### src/rtl/pa_soc_uart_tx_pkg.sv
// Shared types and helpers for the SoC UART transmitter and its FIFO.
// Fallback rates for builds that do not pull in pa_soc_param.v first.
`ifndef CPU_FREQ_HZ
`define CPU_FREQ_HZ 50_000_000
`endif
`ifndef UART_BAUD_RATE
`define UART_BAUD_RATE 115200
`endif

package pa_soc_uart_tx_pkg;

  typedef enum logic [1:0] {
    ST_IDLE  = 2'd0,
    ST_START = 2'd1,
    ST_DATA  = 2'd2,
    ST_STOP  = 2'd3
  } uart_tx_state_e;

  localparam int UART_DATA_BITS = 8;

  function automatic int baud_div(input int clk_hz, input int baud);
    return clk_hz / baud;
  endfunction

endpackage

### src/rtl/pa_soc_uart_fifo.sv
// Synchronous FIFO with push/pop, full/empty and occupancy; shared by the UART
// transmitter and, later, the receiver.
module pa_soc_uart_fifo
  import pa_soc_uart_tx_pkg::*;
#(
  parameter int WIDTH = 8,
  parameter int DEPTH = 8
) (
  input  logic                         clk_i,
  input  logic                         rst_n_i,
  input  logic                         push_i,
  input  logic [WIDTH-1:0]             push_data_i,
  input  logic                         pop_i,
  output logic [WIDTH-1:0]             head_o,
  output logic                         full_o,
  output logic                         empty_o,
  output logic [$clog2(DEPTH+1)-1:0]   level_o
);

  localparam int PTR_W = $clog2(DEPTH);
  localparam int LVL_W = $clog2(DEPTH + 1);

  if (DEPTH < 2 || (DEPTH & (DEPTH - 1)) != 0) begin : g_depth_check
    $error("pa_soc_uart_fifo: DEPTH must be a power of 2 and at least 2");
  end

  logic [WIDTH-1:0] mem [DEPTH];
  logic [PTR_W-1:0] wr_ptr;
  logic [PTR_W-1:0] rd_ptr;
  logic [LVL_W-1:0] count;
  logic             do_push;
  logic             do_pop;

  assign full_o  = (count == LVL_W'(DEPTH));
  assign empty_o = (count == '0);
  assign level_o = count;
  assign head_o  = mem[rd_ptr];
  assign do_push = push_i & ~full_o;
  assign do_pop  = pop_i & ~empty_o;

  // Power-of-two depth lets the pointers wrap by plain overflow.
  always_ff @(posedge clk_i or negedge rst_n_i) begin
    if (!rst_n_i) begin
      wr_ptr <= '0;
      rd_ptr <= '0;
      count  <= '0;
    end else begin
      if (do_push) wr_ptr <= wr_ptr + PTR_W'(1);
      if (do_pop)  rd_ptr <= rd_ptr + PTR_W'(1);
      case ({do_push, do_pop})
        2'b10:   count <= count + LVL_W'(1);
        2'b01:   count <= count - LVL_W'(1);
        default: count <= count;
      endcase
    end
  end

  always_ff @(posedge clk_i) begin
    if (do_push) mem[wr_ptr] <= push_data_i;
  end

endmodule

### src/rtl/pa_soc_uart_tx.sv
// SoC-side 8N1 UART transmitter: FIFO-buffered bytes serialised on txd with a
// registered output and back-to-back frames when the FIFO stays non-empty.
module pa_soc_uart_tx
  import pa_soc_uart_tx_pkg::*;
#(
  parameter int CLK_FREQ_HZ = `CPU_FREQ_HZ,
  parameter int BAUD_RATE   = `UART_BAUD_RATE,
  parameter int FIFO_DEPTH  = 8
) (
  input  logic                              clk_i,
  input  logic                              rst_n_i,
  input  logic                              wr_en_i,
  input  logic [7:0]                        wr_data_i,
  output logic                              wr_ready_o,
  output logic                              busy_o,
  output logic [$clog2(FIFO_DEPTH+1)-1:0]   level_o,
  output logic                              tx_done_o,
  output logic                              txd
);

  localparam int DIV   = baud_div(CLK_FREQ_HZ, BAUD_RATE);
  localparam int CNT_W = (DIV >= 2) ? $clog2(DIV) : 1;
  localparam logic [CNT_W-1:0] CNT_LAST = CNT_W'(DIV - 1);
  localparam logic [2:0]       BIT_LAST = 3'(UART_DATA_BITS - 1);

  if (DIV < 2) begin : g_div_check
    $error("pa_soc_uart_tx: CLK_FREQ_HZ / BAUD_RATE must be at least 2");
  end

  uart_tx_state_e   state_q, state_d;
  logic [CNT_W-1:0] cnt_q, cnt_d;
  logic [2:0]       bit_idx_q, bit_idx_d;
  logic [7:0]       shift_q, shift_d;
  logic             txd_d;
  logic             baud_last;
  logic             fifo_pop;
  logic             fifo_full;
  logic             fifo_empty;
  logic [7:0]       fifo_head;

  pa_soc_uart_fifo #(
    .WIDTH (8),
    .DEPTH (FIFO_DEPTH)
  ) u_fifo (
    .clk_i       (clk_i),
    .rst_n_i     (rst_n_i),
    .push_i      (wr_en_i & ~fifo_full),
    .push_data_i (wr_data_i),
    .pop_i       (fifo_pop),
    .head_o      (fifo_head),
    .full_o      (fifo_full),
    .empty_o     (fifo_empty),
    .level_o     (level_o)
  );

  assign wr_ready_o = ~fifo_full;
  assign busy_o     = (state_q != ST_IDLE) | ~fifo_empty;
  assign baud_last  = (cnt_q == CNT_LAST);
  assign tx_done_o  = (state_q == ST_STOP) & baud_last;

  // txd is derived from the next state so the pin flips on the same edge as the FSM.
  always_comb begin
    state_d   = state_q;
    cnt_d     = cnt_q;
    bit_idx_d = bit_idx_q;
    shift_d   = shift_q;
    fifo_pop  = 1'b0;
    txd_d     = 1'b1;
    case (state_q)
      ST_IDLE: begin
        if (!fifo_empty) begin
          fifo_pop = 1'b1;
          shift_d  = fifo_head;
          cnt_d    = '0;
          state_d  = ST_START;
        end
      end
      ST_START: begin
        if (baud_last) begin
          cnt_d     = '0;
          bit_idx_d = '0;
          state_d   = ST_DATA;
        end else begin
          cnt_d = cnt_q + CNT_W'(1);
        end
      end
      ST_DATA: begin
        if (baud_last) begin
          cnt_d = '0;
          if (bit_idx_q == BIT_LAST) begin
            state_d = ST_STOP;
          end else begin
            bit_idx_d = bit_idx_q + 3'd1;
            shift_d   = {1'b0, shift_q[7:1]};
          end
        end else begin
          cnt_d = cnt_q + CNT_W'(1);
        end
      end
      ST_STOP: begin
        if (baud_last) begin
          cnt_d = '0;
          if (!fifo_empty) begin
            fifo_pop = 1'b1;
            shift_d  = fifo_head;
            state_d  = ST_START;
          end else begin
            state_d = ST_IDLE;
          end
        end else begin
          cnt_d = cnt_q + CNT_W'(1);
        end
      end
      default: state_d = ST_IDLE;
    endcase
    case (state_d)
      ST_START: txd_d = 1'b0;
      ST_DATA:  txd_d = shift_d[0];
      default:  txd_d = 1'b1;
    endcase
  end

  always_ff @(posedge clk_i or negedge rst_n_i) begin
    if (!rst_n_i) begin
      state_q   <= ST_IDLE;
      cnt_q     <= '0;
      bit_idx_q <= '0;
      shift_q   <= '0;
      txd       <= 1'b1;
    end else begin
      state_q   <= state_d;
      cnt_q     <= cnt_d;
      bit_idx_q <= bit_idx_d;
      shift_q   <= shift_d;
      txd       <= txd_d;
    end
  end

endmodule

### config.mk
export PLATFORM = sky130hd
export DESIGN_NAME = pa_soc_uart_tx
export DESIGN_NICKNAME = d
export VERILOG_FILES = /design/src/rtl/pa_soc_uart_tx_pkg.sv /design/src/rtl/pa_soc_uart_fifo.sv /design/src/rtl/pa_soc_uart_tx.sv
export SDC_FILE = /design/constraint.sdc
export NUM_CORES = 1
export LEC_CHECK = 0
export CORE_MARGIN = 1.5
export CORE_UTILIZATION = 35
export CTS_BUF_LIST = sky130_fd_sc_hd__clkbuf_4
export DETAILED_ROUTE_END_ITERATION = 10
export GPL_TIMING_DRIVEN = 0
export PLACE_DENSITY_LB_ADDON = 0.2
export SYNTH_ARGS = -nofsm -noshare
export SYNTH_HDL_FRONTEND = slang
export SYNTH_SLANG_ARGS = --single-unit
### constraint.sdc
create_clock -name clk_i -period 7.2 [get_ports clk_i]
set_clock_uncertainty 0.15 [all_clocks]
set_input_delay 1.44 -clock clk_i [delete_from_list [all_inputs] [get_ports clk_i]]
set_output_delay 1.44 -clock clk_i [all_outputs]
set_load 0.01 [all_outputs]
Yosys cells after proc, flatten, opt, wreduce, memory -nomap -nowiden
Memory sizes are Yosys's and may differ from the RTL's.
Index checks and enable logic that the tools add are counted.
Cells by class
  reduce and logical (&&, ||, !) cells: 9
  mux-type cells: 26
  $add $sub $neg: 6
  bitwise operators: 7
  eq/ne operators: 15
Operators with widths (count)
  8-bit two-way mux: 4
  8-bit one-hot mux with 3 select lines: 1
  9-bit two-way mux: 2
  9-bit one-hot mux with 2 select lines: 1
  2-bit two-way mux: 5
  2-bit inequality test (second input constant): 5
  3-bit by 1-bit adder with 3-bit output (second input constant): 3
  9-bit by 1-bit adder with 9-bit output (second input constant): 1
  9-bit == test (second input constant): 1
  3-bit two-way mux: 3
  2-bit == test (second input constant): 4
  2-bit one-hot mux with 4 select lines: 1
  4-bit one-hot mux with 2 select lines: 1
  4-bit AND reduction: 2
  2-bit by 1-bit == test with 1-bit output (second input constant): 3
  3-bit one-hot mux with 2 select lines: 1
  2-bit nonzero test: 3
  1-bit two-way mux: 5
  4-bit by 1-bit adder with 4-bit output (second input constant): 1
  1-bit AND: 4
  4-bit == test (second input constant): 1
  4-bit logical NOT: 1
  1-bit one-hot mux with 2 select lines: 2
  4-bit by 1-bit subtractor with 4-bit output (second input constant): 1
  6 further kinds: 7
Storage, ports and cells
  output and inout bits: 8
  input bits: 11
  memory bits (writable): 64
  flip-flop bits (word level): 33
  memories: 1
Memories
  u_fifo.mem: depth 8, bits a word 8, read ports 1, clocked after memory_dff 0, wr ports 1, line pa_soc_uart_fifo.sv:27  | logic [WIDTH-1:0] mem [DEPTH];

Longest topological paths before layout
Gate-level depths: netlist of the first run.
  depth in word-level cells: 7
  mapped depth: 13
  mapped depth without buffers: 13

Cells and area by module
A second synthesis of the first run with hierarchy kept.
Second synthesis, totals
  cell total of the unflattened synthesis: 305
  area, all modules: 4565.6 um^2
Modules (own cells, without submodules)
  pa_soc_uart_fifo: seq. area each 2172.1 um^2, times used 1, cells each 160, area an instance 3124.2 um^2
  pa_soc_uart_tx: seq. area each 576.8 um^2, times used 1, cells each 145, area an instance 1441.4 um^2

Least setup slack after synthesis of the first run
Ideal clock, no wire load.
  path type: input-to-reg
  start: in wr_en_i
  end: mem u_fifo.mem[2][0], enable pin
  buffers on the path: 0
  data required time: 6.652 ns
  stages: 2
  setup time: 0.398 ns
  path slack: 4.069 ns
  arrival time: 2.583 ns
  path through: nand2_1 nor4b_1
Between the ends
  cells in the longest elaborated chain, start to end: 4
RTL lines
  start: declaration: line pa_soc_uart_tx.sv:12  | input logic wr_en_i,
  1-bit AND: line pa_soc_uart_tx.sv:47  | .push_i (wr_en_i & ~fifo_full),
  1-bit AND: line pa_soc_uart_fifo.sv:38  | assign do_push = push_i & ~full_o;
  1-bit two-way mux: line pa_soc_uart_fifo.sv:59  | if (do_push) mem[wr_ptr] <= push_data_i;
  1-bit two-way mux (implied by the code): line pa_soc_uart_fifo.sv:59
  end: declaration: line pa_soc_uart_fifo.sv:27
No other way between the ends.

Final worst setup path of the first run
  start: reg u_fifo.count[0], in the netlist u_fifo.level_o[0]
  end: out busy_o
Between the ends
  cells in the longest elaborated chain, start to end: 3
RTL lines
  start: declaration: line pa_soc_uart_fifo.sv:30  | logic [LVL_W-1:0] count;
  start signal: assignment: line pa_soc_uart_fifo.sv:51  | 2'b10: count <= count + LVL_W'(1);
  start signal: assignment: line pa_soc_uart_fifo.sv:52  | 2'b01: count <= count - LVL_W'(1);
  start signal: assignment: line pa_soc_uart_fifo.sv:53  | default: count <= count;
  4-bit logical NOT: line pa_soc_uart_fifo.sv:35  | assign empty_o = (count == '0);
  1-bit inverter: line pa_soc_uart_tx.sv:57  | assign busy_o = (state_q != ST_IDLE) | ~fifo_empty;
  1-bit bitwise OR: line pa_soc_uart_tx.sv:57
  end: declaration: line pa_soc_uart_tx.sv:15  | output logic busy_o,
No other way between the ends.

==> results of run 1 <==
-- flip-flops by register name, indices dropped and copies added, names as in the netlist --
name and cells:
state_q 2, u_fifo.mem 64, txd 1, u_fifo.wr_ptr 3, cnt_q 9, shift_q 8
u_fifo.level_o 4, u_fifo.rd_ptr 3, bit_idx_q 3
-- stage by stage --
step                instances  utilization (%)  area (um2)  hold slack [ps]
floorplan                 300                -        4490              292
finish                    510             40.4        5080              350
global route              510             40.4        5080              393
CTS                       510             40.4        5080              352
detailed placement        494             39.4        4950              316
global placement          490             38.8        4880              316
-- worst max path at each step --
stage / from / endpoint
after floorplan: wr_en_i / u_fifo.mem[2][0]$_DFFE_PP_
after global placement: wr_en_i / u_fifo.mem[2][1]$_DFFE_PP_
after detailed placement: wr_en_i / u_fifo.level_o[3]$_DFFE_PN0P_
after CTS: u_fifo.level_o[0]$_DFFE_PN0P_ / busy_o
after global routing: u_fifo.level_o[0]$_DFFE_PN0P_ / busy_o
final: u_fifo.level_o[0]$_DFFE_PN0P_ / busy_o
-- cell usage after synthesis, types with 3 or more instances --
| cell | instances |
|---|---|
| nor2_1 | 11 |
| xor2_1 | 3 |
| a22o_1 | 6 |
| o21ai_1 | 3 |
| and2_1 | 3 |
| inv_1 | 9 |
| nand2_1 | 24 |
| edfxtp_1 | 64 |
| ha_1 | 15 |
| nor3_1 | 5 |
| o22ai_1 | 5 |
| clkbuf_1 | 3 |
| o21a_1 | 4 |
| o32a_1 | 3 |
| xnor2_1 | 5 |
| mux4_2 | 16 |
| a21oi_1 | 12 |
| o21ai_0 | 14 |
| mux2i_1 | 11 |
| and3_1 | 5 |
| dfrtp_1 | 32 |
-- area by class of cell --
cell class | instances | area (um2) | area share [%]
buffer | 11 | 104 | 2.04
clock buffer | 10 | 75.1 | 1.48
clock inverter | 6 | 57.6 | 1.13
inverter | 9 | 33.8 | 0.665
multi-input combinational | 183 | 1640 | 32.3
sequential | 97 | 2750 | 54.1
tap | 172 | 215 | 4.23
timing repair buffer | 22 | 209 | 4.11
-- where the power goes --
part,internal [mW],total [mW],leakage (nW),switching (mW)
sequential,0.674,0.725,0.991,0.0514
clock,0.0837,0.284,0.0754,0.201
combinational,0.100,0.223,0.788,0.123
total,0.858,1.23,1.85,0.375
-- critical path, cell delays in order, from the launching register on --
cell and delay, ps:
dfrtp_1 500, nor4_4 500, nand2_1 320, clkdlybuf4s50_1 560
-- routing by layer --
| metal | vias to the layer above | share of wire, % | GRT usage [%] |
|---|---|---|---|
| met5 | - | 0 | 0 |
| met4 | 0 | 2.5 | 6.99 |
| met1 | 1236 | 47 | 19.0 |
| li1 | 1222 | - | - |
| met3 | 16 | 2.6 | 3.32 |
| met2 | 31 | 47 | 22.4 |
-- cell families (layout without fill, tap and decap cells) --
kind of cell | count (synthesis) | after routing | share of synthesized area (%)
AOI/OAI and AO/OA | 56 | 56 | 8.78
xor gates and xnor gates | 8 | 8 | 1.56
adders and majority gates | 16 | 16 | 4.63
buffers and inverters | 20 | 58 | 3.07
DFF | 97 | 97 | 61.3
muxes | 30 | 30 | 11.3
and+or+nand+nor | 73 | 73 | 9.37
==> results.py, run 1 <==
metrics = {
    "status": {
        "outcome": "complete, no violations",
    },
    "global_routing": {
        "grt.overflow.total": 0,
        "antenna_found_initial": 0,
        "first_global_vias": 2498,
        "grt_pass1_wl_mm": 14.0,
        "grt_use_total_pct": 14.4,
        "grt_max_degree": 34,
    },
    "finish": {
        "drive_above_1_share_pct": 20.4,
        "nNetsFinal": 360,
        "layout_commonest_cell": "edfxtp_1",
        "mostFrequentLayoutCells": "64 x edfxtp_1, 32 x dfrtp_1, 24 x nand2_1",
        "antennaDiodeCount": 0,
        "num-fill-cells": 1174,
        "area_delta_synth_final_pct": 13.3,
    },
    "sta": {
        "hold_violations": 0,
        "worst_slew_pin_slew_ps": 928,
        "tns_ps": 0,
        "fin_crit_ps": 3950,
        "finalSetupViolCount": 0,
        "postLayoutSetupSlackWorst_ps": 3250,
        "fmax_mhz": 253,
        "rsz0062_at_grt": "no",
        "fin_crit_sh_pct": 54.8,
        "finalMaxSlewViolations": 0,
        "slew-limit-headroom_pct": 37.8,
    },
    "placed_design": {
        "pre_cts_ws_ps": 3450,
        "place_hpwl_mm": 5.91,
        "numPortBuffers": 18,
        "gp_congestion": 0.735,
    },
    "routing": {
        "ant_nets": 0,
        "num_vias": 2505,
        "drtIter0Drc": 124,
        "wl_per_cell_um": 16.9,
        "remaining_drc_errors": 0,
        "via_per_inst": 4.91,
        "wl_mm": 8.63,
        "dr.pass1.iters": 4,
    },
    "yosys": {
        "synth.cell_area_um2": 4490,
        "syn_inst": 300,
        "synth_edf_count": 64,
        "netlist.area_leader.share_pct": 42.8,
        "synth_top_area_cell": "edfxtp_1",
        "avgSynthCellArea_um2": 15.0,
        "synthArstFlopShare_pct": 34.0,
        "ys.flop_type": "edfxtp_1",
        "yosysSeqAreaShare_pct": 61.3,
        "synth.distinct_cells": 57,
        "synthTopCellsByArea": "edfxtp_1 43%, dfrtp_1 18%, mux4_2 8.0%",
        "yosysWarnings": 0,
        "syn_nets": 327,
        "ys_ff_latch": 97,
    },
    "worst_setup_path": {
        "cp.arrival_ps": 2360,
        "r2r_start": "cnt_q[1]$_DFFE_PN0P_",
        "required_ps": 5610,
        "reg2reg_to": "u_fifo.level_o[3]$_DFFE_PN0P_",
        "rr_worst_depth": 13,
        "worstSetupEndpointType": "output port",
        "start_kind": "flip-flop",
        "r2r_setup_slack_ps": 4190,
        "path_class": "reg -> out",
        "cp_max_fo": 10,
    },
    "floorplan": {
        "die_w_um": 116,
        "core_um2": 12600,
        "io_pins": 19,
        "placementRows": 41,
        "die_y_um": 116,
        "start_util_pct": 35.7,
        "fp.dieArea_um2": 13500,
    },
    "clocking": {
        "cts_buffer_depth": 2,
        "cts.repair_timing.setup_buffer_count": 0,
        "clkTransAtPathRegs_ps": 160,
        "htree_num_levels": 3,
        "cts_hold_buf": 0,
        "ctsResizeCount": 0,
        "cts-root-buf": "clkbuf_4",
        "cts_tree": "built",
        "clock_latency_ps": 470,
        "cts_made_buffers": 9,
        "numClockSinks": 97,
    },
    "flow_run": {
        "max_cap_viol_count": 0,
    },
    "worst_hold_path": {
        "min_from": "shift_q[7]$_DFFE_PN0P_",
        "min_path_type": "reg -> reg",
        "whs_path_depth": 2,
        "hold_end": "shift_q[7]$_DFFE_PN0P_",
    },
    "power_and_ir_drop": {
        "power_mw": 1.23,
        "cellLeakagePower_nw": 1.85,
        "powerDensity_nw_per_um2": 243,
        "ir_drop_mv": 0.174,
    },
}
Note: power is estimated with default switching activity, not from simulation.
==> run 2: changes to the inputs <==
==> constraint.sdc (replaced) <==
create_clock -name clk_i -period 3.72 [get_ports clk_i]
set_clock_uncertainty 0.15 [all_clocks]
set_input_delay 0.744 -clock clk_i [delete_from_list [all_inputs] [get_ports clk_i]]
set_output_delay 0.744 -clock clk_i [all_outputs]
set_load 0.01 [all_outputs]
==> results of run 2 <==
Same layout as run 1 (identical final DEF). Status: complete, no violations.
Main changes from that run: setup slack after placement 3450 ps -> 651 ps; setup slack after layout 3250 ps -> 470 ps; hold slack 350 ps -> 176 ps; register-to-register setup slack 4190 ps -> 710 ps; total power 1.23 mW -> 2.39 mW; worst IR drop on VDD 0.174 mV -> 0.336 mV
==> run 3: changes to the inputs <==
--- a/config.mk
+++ b/config.mk
@@ -11,6 +11,7 @@
 export DETAILED_ROUTE_END_ITERATION = 10
 export GPL_TIMING_DRIVEN = 0
 export PLACE_DENSITY_LB_ADDON = 0.2
+export RECOVER_POWER = 100
 export SYNTH_ARGS = -nofsm -noshare
 export SYNTH_HDL_FRONTEND = slang
 export SYNTH_SLANG_ARGS = --single-unit
==> run 3 against run 2 <==
Highest routed layer unchanged. Critical endpoint unchanged. Core utilization down 0.77 points. Design area down 1.9%. Total power down 1.7%. Count of clock-buffer cells in the layout unchanged. The run now ends with capacitance limit, slew limit left. Non-clock buffer count unchanged. Wire length up 0.28%. Critical path depth up 2. Setup slack better by 38 ps.
==> results.py, run 3 (synthesis gave the netlist of run 1 again) <==
metrics = {
    "routing": {
        "via_per_inst": 4.88,
        "drtIter0Drc": 103,
        "dr.pass1.iters": 4,
        "remaining_drc_errors": 0,
        "ant_nets": 0,
        "wl_per_cell_um": 17.0,
        "num_vias": 2491,
        "wl_mm": 8.65,
    },
    "clocking": {
        "htree_num_levels": 3,
        "cts_buffer_depth": 2,
        "cts-root-buf": "clkbuf_4",
        "ctsResizeCount": 0,
        "cts.repair_timing.setup_buffer_count": 0,
        "cts_hold_buf": 0,
        "clkTransAtPathRegs_ps": 160,
        "numClockSinks": 97,
        "cts_made_buffers": 9,
        "cts_tree": "built",
        "clock_latency_ps": 470,
    },
    "worst_setup_path": {
        "worstSetupEndpointType": "output port",
        "cp.arrival_ps": 2320,
        "path_class": "reg -> out",
        "r2r_start": "cnt_q[1]$_DFFE_PN0P_",
        "critical-path-slowest-cell": "clkdlybuf4s50_1",
        "rr_worst_depth": 13,
        "start_kind": "flip-flop",
        "critPathBufInv": 3,
        "path_cells": "inv_1 > ha_1 > bufbuf_16 > nand2_1 > clkdlybuf4s50_1",
        "startpoint": "state_q[0]$_DFF_PN0_",
        "cp_max_fo": 10,
        "crit_path_max_incr_delay_ps": 600,
        "required_ps": 2830,
        "cp_num_cells": 5,
        "crit_family": "buffers and inverters",
    },
    "power_and_ir_drop": {
        "cellLeakagePower_nw": 1.83,
        "ir_drop_mv": 0.339,
        "powerDensity_nw_per_um2": 470,
    },
    "finish": {
        "antennaDiodeCount": 0,
        "mostFrequentLayoutCells": "64 x edfxtp_1, 32 x dfrtp_1, 25 x nand2_1",
        "drive_above_1_share_pct": 15.4,
        "nNetsFinal": 360,
        "final_cell_area_um2": 4990,
        "reg.largest.list": "u_fifo.mem x64, cnt_q x9, shift_q x8",
        "area_delta_synth_final_pct": 11.1,
        "layout_commonest_cell": "edfxtp_1",
        "top_register": "u_fifo.mem",
        "largest_reg_flops": 64,
    },
    "sta": {
        "fin_crit_sh_pct": 86.4,
        "whs_ps": 355,
        "finalMaxSlewViolations": 52,
        "rsz0062_at_grt": "no",
        "finalSetupViolCount": 0,
        "slew-limit-headroom_pct": -25.4,
        "fin_crit_ps": 3210,
        "worst_slew_pin_slew_ps": 1880,
        "hold_violations": 0,
        "postLayoutSetupSlackWorst_ps": 507,
        "fmax_mhz": 311,
    },
    "floorplan": {
        "fp.dieArea_um2": 13500,
        "start_util_pct": 35.7,
        "die_w_um": 116,
        "placementRows": 41,
        "io_pins": 19,
        "die_y_um": 116,
        "core_um2": 12600,
    },
    "placed_design": {
        "place_hpwl_mm": 5.91,
        "placed_cell_area_um2": 4950,
        "gp_congestion": 0.735,
        "pre_cts_ws_ps": 651,
        "numPortBuffers": 18,
    },
    "global_routing": {
        "grt_pass1_wl_mm": 14.0,
        "grt_use_total_pct": 14.4,
        "grt_max_degree": 34,
        "antenna_found_initial": 0,
        "grt.overflow.total": 0,
        "first_global_vias": 2498,
    },
    "worst_hold_path": {
        "min_path_type": "reg -> reg",
        "min_from": "shift_q[0]$_DFF_PN0_",
        "whs_path_depth": 1,
    },
    "status": {
        "outcome": "finished, violations left",
        "failed_checks": "capacitance limit, slew limit",
    },
    "flow_run": {
        "max_cap_viol_count": 4,
    },
}
[run 3: path summary, 6_finish.rpt]
kind	slack, ps	to
setup / recovery	510	busy_o
hold / removal	350	shift_q[0]$_DFF_PN0_
setup reg to reg	580	u_fifo.level_o[3]$_DFFE_PN0P_
hold reg to reg	350	shift_q[0]$_DFF_PN0_
max in group asynchronous	1740	u_fifo.wr_ptr[0]$_DFFE_PN0P_
min in group asynchronous	610	cnt_q[4]$_DFFE_PN0P_
[run 3: area by class of cell]
type	count	area, um2
flip-flops and latches	97	2750
repair buffers	22	189
clock buffers	10	75.1
inverters	9	33.8
well taps	172	215
multi-input cells	183	1560
clock inverters	6	57.6
plain buffers	11	104
fillers	1194	7580
[run 3: metal layers]
metal	vias up	track usage (%)	share of wire (%)
met5	-	0	0
met4	0	6.99	2.1
met3	13	3.32	2.5
met2	26	22.4	47
met1	1227	19.0	48
li1	1225	-	-
[run 3: where the power goes]
part	leakage [nW]	internal, mW	switching [mW]
logic	0.764	0.166	0.230
registers	0.991	1.31	0.0911
clock network	0.0754	0.162	0.389
[run 3: worst reg2reg max path: stages (launching register included)]
cell	delay, ps
dfrtp_1	420
inv_1	80
ha_1	160
nand4b_1	150
nor3_2	230
nor2_2	150
nor3_1	470
ha_1	300
ha_1	240
a21o_1	170
a21oi_1	170
xnor2_1	140
nor2_1	70
xor2_1	140
[run 3: stage by stage]
stage / total power [mW] / TNS [ps] / instances / utilization (%)
floorplan: 1.65 / 0 / 300 / -
global placement: 1.82 / -3180 / 490 / 38.8
detailed placement: 1.87 / 0 / 494 / 39.4
CTS: 2.43 / 0 / 510 / 40.4
global route: 2.48 / 0 / 510 / 39.7
finish: 2.34 / 0 / 510 / 39.7
